--- src/rtl/instruction_fetch_if.sv ---
// Fetch-stage bus bundle: cache word port, redirect input and decode handshake.
// master = fetch stage, slave = cache/decode/execute side.
interface instruction_fetch_if;
   logic [31:0] fetchPtr;
   logic [31:0] fetchData;
   logic        fetchSuccess;
   logic        redirect;
   logic [31:0] redirectPc;
   logic        instValid;
   logic [31:0] instData;
   logic [31:0] instPc;
   logic        instReady;

   modport master (
      output fetchPtr, instValid, instData, instPc,
      input  fetchData, fetchSuccess, redirect, redirectPc, instReady
   );

   modport slave (
      input  fetchPtr, instValid, instData, instPc,
      output fetchData, fetchSuccess, redirect, redirectPc, instReady
   );
endinterface

--- src/rtl/instruction_fetch.sv ---
// Instruction fetch stage: PC, cache word pointer and instruction FIFO.
// Redirects flush the FIFO and drop the response that follows.
module instruction_fetch #(
   parameter logic [31:0] RESET_PC    = 32'h0000_0000,
   parameter int          QUEUE_DEPTH = 4,
   localparam int         AW          = $clog2(QUEUE_DEPTH),
   localparam int         CW          = AW + 1
) (
   input  logic                clk,
   input  logic                reset,
   instruction_fetch_if.master bus,
   output logic [CW-1:0]       queueCount
);

   localparam logic [1:0] FETCH  = 2'd0;
   localparam logic [1:0] HOLD   = 2'd1;
   localparam logic [1:0] SETTLE = 2'd2;

   localparam logic [31:0]   PC_INIT = {RESET_PC[31:2], 2'b00};
   localparam logic [CW-1:0] FULL    = CW'(QUEUE_DEPTH);

   logic [1:0]    state;
   logic [1:0]    state_nxt;
   logic [31:0]   pc;
   logic [AW-1:0] head;
   logic [AW-1:0] tail;
   logic [CW-1:0] count;
   logic [CW-1:0] count_nxt;
   logic          valid;
   logic          push;
   logic          pop;

   logic [31:0] mem_data [QUEUE_DEPTH];
   logic [31:0] mem_pc   [QUEUE_DEPTH];

   assign valid = (count != '0);
   assign push  = (state == FETCH) && bus.fetchSuccess && !bus.redirect;
   assign pop   = valid && bus.instReady && !bus.redirect;

   assign bus.fetchPtr  = {2'b00, pc[31:2]};
   assign bus.instValid = valid;
   assign bus.instData  = valid ? mem_data[head] : '0;
   assign bus.instPc    = valid ? mem_pc[head] : '0;
   assign queueCount    = count;

   // occupancy after this edge, ignoring redirect flush
   always_comb begin
      count_nxt = count;
      unique case ({push, pop})
         2'b10:   count_nxt = count + CW'(1);
         2'b01:   count_nxt = count - CW'(1);
         default: count_nxt = count;
      endcase
   end

   // fetch control: stall when full, skip one response after a redirect
   always_comb begin
      state_nxt = state;
      unique case (state)
         FETCH: if (push && count_nxt == FULL) state_nxt = HOLD;
         HOLD:  if (pop) state_nxt = FETCH;
         SETTLE: state_nxt = FETCH;
         default: state_nxt = FETCH;
      endcase
   end

   // pc, FIFO pointers and state; redirect beats push and pop
   always_ff @(posedge clk or posedge reset) begin
      if (reset) begin
         state <= FETCH;
         pc    <= PC_INIT;
         head  <= '0;
         tail  <= '0;
         count <= '0;
      end else if (bus.redirect) begin
         state <= SETTLE;
         pc    <= {bus.redirectPc[31:2], 2'b00};
         head  <= '0;
         tail  <= '0;
         count <= '0;
      end else begin
         state <= state_nxt;
         count <= count_nxt;
         if (push) begin
            pc   <= pc + 32'd4;
            tail <= tail + AW'(1);
         end
         if (pop) head <= head + AW'(1);
      end
   end

   // FIFO storage; contents are only visible while counted valid
   always_ff @(posedge clk) begin
      if (push) begin
         mem_data[tail] <= bus.fetchData;
         mem_pc[tail]   <= pc;
      end
   end

endmodule
--- src/flat_wrapper.sv ---
// flat-port wrapper written by rule: the top's interface ports become plain ports
module instruction_fetch_flat 
#(
   parameter logic [31:0] RESET_PC    = 32'h0000_0000,
   parameter int          QUEUE_DEPTH = 4,
   localparam int         AW          = $clog2(QUEUE_DEPTH),
   localparam int         CW          = AW + 1
)
  (clk, reset, queueCount, bus_fetchPtr, bus_instValid, bus_instData, bus_instPc, bus_fetchData, bus_fetchSuccess, bus_redirect, bus_redirectPc, bus_instReady);
  instruction_fetch_if bus_i ();
  input  logic clk;
  input  logic reset;
  output logic [CW-1:0] queueCount;
  output wire logic [$bits(bus_i.fetchPtr)-1:0] bus_fetchPtr;
  output wire logic [$bits(bus_i.instValid)-1:0] bus_instValid;
  output wire logic [$bits(bus_i.instData)-1:0] bus_instData;
  output wire logic [$bits(bus_i.instPc)-1:0] bus_instPc;
  input wire logic [$bits(bus_i.fetchData)-1:0] bus_fetchData;
  input wire logic [$bits(bus_i.fetchSuccess)-1:0] bus_fetchSuccess;
  input wire logic [$bits(bus_i.redirect)-1:0] bus_redirect;
  input wire logic [$bits(bus_i.redirectPc)-1:0] bus_redirectPc;
  input wire logic [$bits(bus_i.instReady)-1:0] bus_instReady;
  assign bus_fetchPtr = bus_i.fetchPtr;
  assign bus_instValid = bus_i.instValid;
  assign bus_instData = bus_i.instData;
  assign bus_instPc = bus_i.instPc;
  assign bus_i.fetchData = bus_fetchData;
  assign bus_i.fetchSuccess = bus_fetchSuccess;
  assign bus_i.redirect = bus_redirect;
  assign bus_i.redirectPc = bus_redirectPc;
  assign bus_i.instReady = bus_instReady;
  instruction_fetch #(.RESET_PC(RESET_PC), .QUEUE_DEPTH(QUEUE_DEPTH)) u_core (.clk(clk), .reset(reset), .bus(bus_i), .queueCount(queueCount));
endmodule
--- config.mk ---
export PLATFORM = sky130hd
export DESIGN_NAME = instruction_fetch_flat
export DESIGN_NICKNAME = d
export VERILOG_FILES = /design/src/rtl/instruction_fetch_if.sv /design/src/rtl/instruction_fetch.sv /design/src/flat_wrapper.sv
export SDC_FILE = /design/constraint.sdc
export NUM_CORES = 1
export LEC_CHECK = 0
export CORE_ASPECT_RATIO = 2
export CORE_UTILIZATION = 50
export DETAILED_ROUTE_END_ITERATION = 10
export PLACE_DENSITY = 0.74
export SYNTH_ARGS = -nofsm -noshare
export SYNTH_HDL_FRONTEND = slang
export SYNTH_SLANG_ARGS = --single-unit
--- constraint.sdc ---
create_clock -name clk -period 3.7 [get_ports clk]
set_input_delay 1.11 -clock clk [delete_from_list [all_inputs] [get_ports clk]]
set_output_delay 1.11 -clock clk [all_outputs]
set_load 0.01 [all_outputs]
* Yosys cells after proc, flatten, opt, wreduce, memory -nomap -nowiden
Memories as Yosys holds them, arrays and structs flattened. Index checks and enable logic that the tools add are counted.
Word-level totals: flip-flop bits (word level) 41, bits in writable memories 256, output and inout bits 100, logic and storage cells 45, memories kept 2
Memory list:
- u_core.mem_data | depth 4, bits a word 32, read ports 1, clocked after memory_dff 0, wr ports 1, RTL line instruction_fetch.sv:33 | logic [31:0] mem_data [QUEUE_DEPTH];
- u_core.mem_pc | depth 4, bits a word 32, read ports 1, clocked after memory_dff 0, wr ports 1, RTL line instruction_fetch.sv:34 | logic [31:0] mem_pc [QUEUE_DEPTH];
Operators by class: add/subtract/negate cells 5, eq/ne operators 6, muxes and demuxes 16, reductions and logical operators 11
Operators by type and width (count):
- $mux 32 | 4
- $add 32x3->32 const B | 1
- $mux 2 | 7
- $pmux 3 s2 | 1
- $logic_and 1x1->1 | 5
- $add 2x1->2 const B | 2
- $eq 2x1->1 const B | 2
- $pmux 2 s2 | 1
- $reduce_bool 2->1 | 2
- $add 3x1->3 const B | 1
- $eq 3x3->1 const B | 1
- $mux 3 | 1
- $ne 3x2->1 const B | 1
- $ne 3x3->1 const B | 1
- $reduce_bool 3->1 | 1
- $sub 3x1->3 const B | 1
- $eq 2x2->1 const B | 1
- $logic_not 2->1 | 1
- $mux 1 | 2
- $reduce_and 2->1 | 1
- $logic_not 1->1 | 1

* Longest topological paths before layout
Gate-level depths: netlist of run 1.
depth after elaboration 10, depth in mapped cells 11, gate-level depth less buffers 11

* Worst setup path before layout of run 1
OpenSTA, ideal clock, no wires.
path kind input port to flip-flop, start point in bus_redirect, end point mem u_core.mem_data[0][0], enable pin, setup time 427 ps, arrival time 3208 ps, required time 3273 ps, slack 65 ps, stages 4, path buffers 2, path through clkbuf_1 -> inv_1 -> clkbuf_1 -> and3_1
On the way: word-level cells in the longest chain between the ends 4
Ends and longest elaborated chain:
- start, declared | RTL line flat_wrapper.sv:20 | input wire logic [$bits(bus_i.redirect)-1:0] bus_redirect;
- $logic_not 1->1 | RTL line instruction_fetch.sv:37 | assign push = (state == FETCH) && bus.fetchSuccess && !bus.redirect;
- $logic_and 1x1->1 | RTL line instruction_fetch.sv:37
- $mux 1 | RTL line instruction_fetch.sv:94 | if (push) begin
- $mux 1 (implied by the code) | RTL line instruction_fetch.sv:95 | mem_data[tail] <= bus.fetchData;
- end, declared | RTL line instruction_fetch.sv:33
Every way passes these cells.

* Worst setup path after layout of run 1
start point reg u_core.head[0], end point out bus_instPc[25]
On the way: word-level cells in the longest chain between the ends 2
Ends and longest elaborated chain:
- start, declared | RTL line instruction_fetch.sv:25 | logic [AW-1:0] head;
- start signal, assigned | RTL line instruction_fetch.sv:88 | if (pop) head <= head + AW'(1);
- $mem_v2 4x32
- $mux 32 | RTL line instruction_fetch.sv:43 | assign bus.instPc = valid ? mem_pc[head] : '0;
- end, declared | RTL line flat_wrapper.sv:17 | output wire logic [$bits(bus_i.instPc)-1:0] bus_instPc;
Every way passes these cells.

==> impl_metrics.json, run 1 <==
{
  "hold_viol": 0,
  "p_leak_nw": 5.15,
  "antenna_found_initial": 0,
  "cts-root-buf": "clkbuf_16",
  "netlist-cell-type-count": 44,
  "die_area_sq_um": 24000,
  "yosysSeqAreaShare_pct": 72.0,
  "post-synth-top-count-cell": "edfxtp_1",
  "endpoint_kind": "primary output",
  "register_area_sq_um": 8430,
  "p_switching_w": 0.00165,
  "insertion_delay_ns": 0.53,
  "grt_pass1_wl_um": 39000,
  "outcome": "complete, no violations",
  "p_clk_share_pct": 34.2,
  "fp.dieH_um": 218,
  "n_fill_cell": 1628,
  "whs_ns": 0.544,
  "drive_above_1_share_pct": 14.9,
  "pre_cts_slack_ns": 0.0802,
  "portBuffers": 162,
  "p_total_w": 0.00710,
  "wl_um": 24800,
  "rows": 78,
  "final_nets": 913,
  "drc": 0,
  "drt_iter0_markers": 309,
  "p_per_area_nw_per_um2": 486,
  "track_usage_pct": 21.7,
  "netlist_top_cells_count": "248 x edfxtp_1, 63 x and2_1, 62 x mux4_2",
  "synth.area.top_cells": "edfxtp_1 64%, mux4_2 12%, dfrtp_1 8.3%",
  "async_flop_share_pct": 13.6,
  "slew_headroom_pct": 33.7,
  "overflow": 0,
  "hp-start": "u_core.state[1]",
  "start_kind": "register",
  "fin_skew_ns": 0.00956,
  "cp_max_fo": 21,
  "reg2reg_slack_ns": 0.78,
  "ys_seq_elements": 287,
  "synth_edf_count": 248,
  "netlist_area_sq_um": 11700,
  "multi_input_area_sq_um": 3070,
  "intPower_w": 0.00546,
  "max_freq_mhz": 277,
  "cts.path.max_buffers": 3,
  "yosysTopAreaCellShare_pct": 63.7,
  "synth_flop_cell": "edfxtp_1",
  "slew_viol_final": 0,
  "use_met3_pct": 2.30,
  "switching_share_pct": 23.2,
  "synth_area_leader_cell": "edfxtp_1",
  "ios": 169,
  "setup-violations-final": 0,
  "syn_avg_cell_area_sq_um": 17.5,
  "firstDrtPassIters": 5,
  "cts_tree": "done",
  "grt_pass1_vias": 7228,
  "cp.required_ns": 2.59,
  "vias": 6596,
  "post_cts_buffers": 0,
  "cts_buffers": 24,
  "syn_to_final_growth_pct": 25.0,
  "cts_hold_buf": 0,
  "worstReg2RegEnd": "u_core.state[0]",
  "use_met2_pct": 40.7,
  "finalWorstSetupSlack_ns": 0.0899,
  "wl_per_cell_um": 21.8,
  "p_seq_share_pct": 52.3,
  "maxCapViolCount": 0,
  "rsz0062_at_grt": "true",
  "busiest_layer": "met2",
  "worst_pin_slew_ns": 0.993,
  "vdd_drop_max_uv": 382,
  "reg2reg_from": "u_core.queueCount[0]",
  "fin_crit_sh_pct": 97.6,
  "routed_via_density": 5.81,
  "whs_endpoint": "u_core.state[0]",
  "period_needed_ns": 3.61,
  "grt_start_max_net_pins": 66,
  "ant_nets": 0,
  "place_hpwl_um": 16000,
  "grtUsageMet1_pct": 25.2,
  "clk_pin_slew_ns": 0.07,
  "start_util_pct": 51.2,
  "hp-class": "reg2reg",
  "final.setup.tns_ns": 0,
  "num_antenna_cells": 0,
  "core_sq_um": 22800,
  "clkSinkCount": 287,
  "yosysWarnings": 0,
  "reg2reg_depth": 11,
  "cts.repair.resized": 4,
  "holdPathStages": 1,
  "critPathKind": "reg2out",
  "syn_inst": 667,
  "place_congestion": 0.866,
  "cts-htree-levels": 1,
  "die_width_um": 110,
  "arrival_ns": 2.50,
  "comb_power_share_pct": 13.5
}
how the worst max path moves through the flow:
stage                           startpoint               endpoint  slack (ns)  cells past startpoint
final                       u_core.head[0]         bus_instPc[25]        0.09                      4
after detailed placement     bus_instReady        u_core.state[0]        0.08                     10
after global placement    bus_fetchSuccess        u_core.state[0]        0.20                     11
after CTS                   u_core.head[0]          bus_instPc[6]       0.001                      4
after floorplan               bus_redirect  u_core.mem_data[0][0]        0.06                      4
after global routing        u_core.head[0]         bus_instPc[25]      -0.001                      4
worst max-delay path: stages, from the launching register on:
cell             delay, ns
dfrtp_4               0.44
buf_6                 0.29
mux4_2                0.53
and2_1                0.21
clkdlybuf4s50_1       0.50
sequential cells by signal, summed over array words and instances (netlist names):
signal             flops
u_core.state           2
u_core.queueCount      3
u_core.head            2
u_core.tail            2
u_core.pc             30
u_core.mem_pc        120
u_core.mem_data      128
layout make-up:
cell class                      count  area share (%)
Inverter                           13           0.334
Sequential cell                   287            57.6
Clock inverter                     13           0.633
Multi-Input combinational cell    329            21.0
Clock buffer                       31            4.43
Timing Repair Buffer              182            13.6
Tap cell                          280            2.40
power groups by stage:
stage / clock network (W) / logic [W] / registers (W)
2_1_floorplan: 0 / 0.000483 / 0.00376
3_5_place_dp: 0 / 0.000994 / 0.00378
4_1_cts: 0.00247 / 0.000998 / 0.00371
5_1_grt: 0.00260 / 0.00104 / 0.00373
6_report: 0.00243 / 0.000962 / 0.00371
3_3_place_gp: 0 / 0.000973 / 0.00377
cells in the final DEF (no fill, tap or decap), types with 8 or more instances in the layout:
cell type and instances:
a31oi_1 14, and2_1 63, buf_12 10, buf_4 8
clkbuf_16 25, clkdlybuf4s50_1 134, dfrtp_1 37, dlymetal6s2s_1 26
edfxtp_1 248, inv_1 13, mux4_2 62, nand2_1 30
nand3_1 13, nand4_1 9, nor2_1 26, o21ai_0 17
o31ai_1 12, or4_1 11, xnor2_1 10
cell families after synthesis:
group	after synthesis	share of synthesized area [%]
AOI/OAI and AO/OA	53	2.83
xor gates and xnor gates	17	1.27
adders and majority gates	7	0.813
buffers and inverters	54	1.99
DFF	287	72.0
muxes	63	12.0
other	1	0.0321
and+or+nand+nor	185	9.02
through the flow:
stage          std cells  utilization, %  area, sq um
2_1_floorplan        670               -        11700
3_3_place_gp        1091            60.5        13800
3_5_place_dp        1091            60.5        13800
4_1_cts             1135            63.8        14600
5_1_grt             1135            64.0        14600
6_report            1135            64.0        14600
layer usage:
| metal | part of all wire [%] | wire (um) |
|---|---|---|
| met5 | 0 | 0 |
| met4 | 2.8 | 690 |
| met3 | 4.6 | 1140 |
| met2 | 56 | 14000 |
| met1 | 36 | 8990 |
Note: power is estimated with default switching activity, not from simulation.
==> run 2: changes to the inputs <==
Settings changed: PLACE_DENSITY 0.74 to 0.71, SKIP_CTS_REPAIR_TIMING set to 1.
==> impl_metrics.json, run 2 (synthesis gave the netlist of run 1 again) <==
{
  "p_per_area_nw_per_um2": 509,
  "critPathMaxStageDelay_ns": 0.51,
  "cts.path.max_buffers": 3,
  "maxCapViolCount": 0,
  "syn_to_final_growth_pct": 27.0,
  "reg2reg_depth": 11,
  "cts_buffers": 24,
  "fin_crit_sh_pct": 97.8,
  "worstReg2RegEnd": "u_core.state[0]",
  "place_congestion": 0.819,
  "clkSinkCount": 287,
  "top_register": "u_core.mem_data",
  "firstDrtPassIters": 4,
  "die_width_um": 110,
  "cp_max_fo": 16,
  "clk_pin_slew_ns": 0.06,
  "start_util_pct": 51.2,
  "cp_top_family": "buffers and inverters",
  "cts_tree": "done",
  "place_hpwl_um": 16100,
  "cts-htree-levels": 1,
  "setup-violations-final": 0,
  "vias": 6607,
  "drc": 0,
  "cp.required_ns": 2.59,
  "top_regs": "u_core.mem_data: 128 flops, u_core.mem_pc: 120 flops, u_core.pc: 30 flops",
  "cts-root-buf": "clkbuf_16",
  "rows": 78,
  "whs_ns": 0.484,
  "mostFrequentLayoutCell": "edfxtp_1",
  "overflow": 0,
  "critPathKind": "reg2out",
  "outcome": "complete, no violations",
  "ant_nets": 0,
  "largest_reg_flops": 128,
  "crit_path_top_delay_cell": "mux4_2",
  "routed_via_density": 5.76,
  "antenna_found_initial": 1,
  "drt_iter0_markers": 366,
  "fin_area_sq_um": 14900,
  "p_total_w": 0.00757,
  "period_needed_ns": 3.62,
  "grt_pass1_vias": 7009,
  "wl_um": 24800,
  "track_usage_pct": 21.5,
  "slew_viol_final": 0,
  "max_freq_mhz": 276,
  "hp-start": "u_core.state[1]",
  "path_common_cell": "buf_12",
  "final_cell_mix": "248 x edfxtp_1, 162 x clkdlybuf4s50_1, 63 x and2_1",
  "placed_area_sq_um": 13900,
  "insertion_delay_ns": 0.52,
  "p_leak_nw": 4.87,
  "start_kind": "register",
  "endpoint_kind": "primary output",
  "final_nets": 925,
  "whs_endpoint": "u_core.state[0]",
  "grt_start_max_net_pins": 66,
  "holdPathStages": 1,
  "reg2reg_from": "u_core.queueCount[0]",
  "worst_pin_slew_ns": 0.883,
  "vdd_drop_max_uv": 399,
  "final.setup.tns_ns": 0,
  "reg2reg_slack_ns": 0.85,
  "hold_viol": 0,
  "arrival_ns": 2.51,
  "slew_headroom_pct": 41.1,
  "portBuffers": 162,
  "fp.dieH_um": 218,
  "crit_buf_inv": 3,
  "fin_skew_ns": 0.0105,
  "postLayoutCoreUtil_pct": 65.0,
  "drive_above_1_share_pct": 16.7,
  "die_area_sq_um": 24000,
  "hp-class": "reg2reg",
  "grt_pass1_wl_um": 38700,
  "ios": 169,
  "n_fill_cell": 1643,
  "core_sq_um": 22800,
  "cp_cell_sequence": "buf_12 > buf_12 > mux4_2 > and2_1 > clkdlybuf4s50_1",
  "wl_per_cell_um": 21.6
}
-- run 2: where the power goes --
part / total, W / leakage (nW) / internal, W / switching [W]
combinational: 0.00101 / 1.72 / 0.000581 / 0.000433
sequential: 0.00372 / 2.71 / 0.00361 / 0.000108
clock: 0.00284 / 0.444 / 0.00173 / 0.00110
total: 0.00757 / 4.87 / 0.00592 / 0.00164
-- run 2: stage by stage --
step	setup WS, ns	cells
after floorplan	0.0646	670
after global placement	0.210	1094
after detailed placement	0.139	1094
after CTS	-0.133	1138
after global routing	-0.00864	1147
final	0.0801	1148
-- run 2: worst reg2reg max path, stage by stage, from the launching register on --
cell      delay (ns)
dfrtp_1         0.45
or3_2           0.18
buf_12          0.26
nand2_1         0.13
nor2_1          0.11
ha_1            0.20
inv_1           0.06
fa_1            0.38
xor2_1          0.16
or3_1           0.34
a211o_1         0.31
a211oi_1        0.19
-- run 2: area by class of cell --
type | count | area, sq um | area share [%]
Antenna cell | 1 | 2.50 | 0.0168
Clock buffer | 33 | 696 | 4.68
Clock inverter | 11 | 204 | 1.37
Inverter | 13 | 48.8 | 0.329
Multi-Input combinational cell | 329 | 3070 | 20.7
Sequential cell | 287 | 8430 | 56.7
Tap cell | 280 | 350 | 2.36
Timing Repair Buffer | 194 | 2050 | 13.8
-- run 2: how the worst max path moves through the flow --
| stage | startpoint | to | slack [ns] | depth (start not counted) |
|---|---|---|---|---|
| after global placement | bus_instReady | u_core.state[0] | 0.21 | 10 |
| after global routing | u_core.head[0] | bus_instData[7] | -0.009 | 5 |
| after floorplan | bus_redirect | u_core.mem_data[0][0] | 0.06 | 4 |
| after CTS | u_core.head[0] | bus_instData[23] | -0.13 | 4 |
| final | u_core.head[0] | bus_instPc[7] | 0.08 | 5 |
| after detailed placement | bus_fetchSuccess | u_core.state[0] | 0.14 | 11 |
-- run 2: layer usage --
metal | vias to the layer above | wire (um) | track usage, %
met5 | - | 0 | 0
met4 | 0 | 522 | 6.75
met3 | 36 | 1110 | 2.65
met2 | 212 | 14000 | 39.9
met1 | 3375 | 9170 | 25.4
li1 | 2984 | - | -
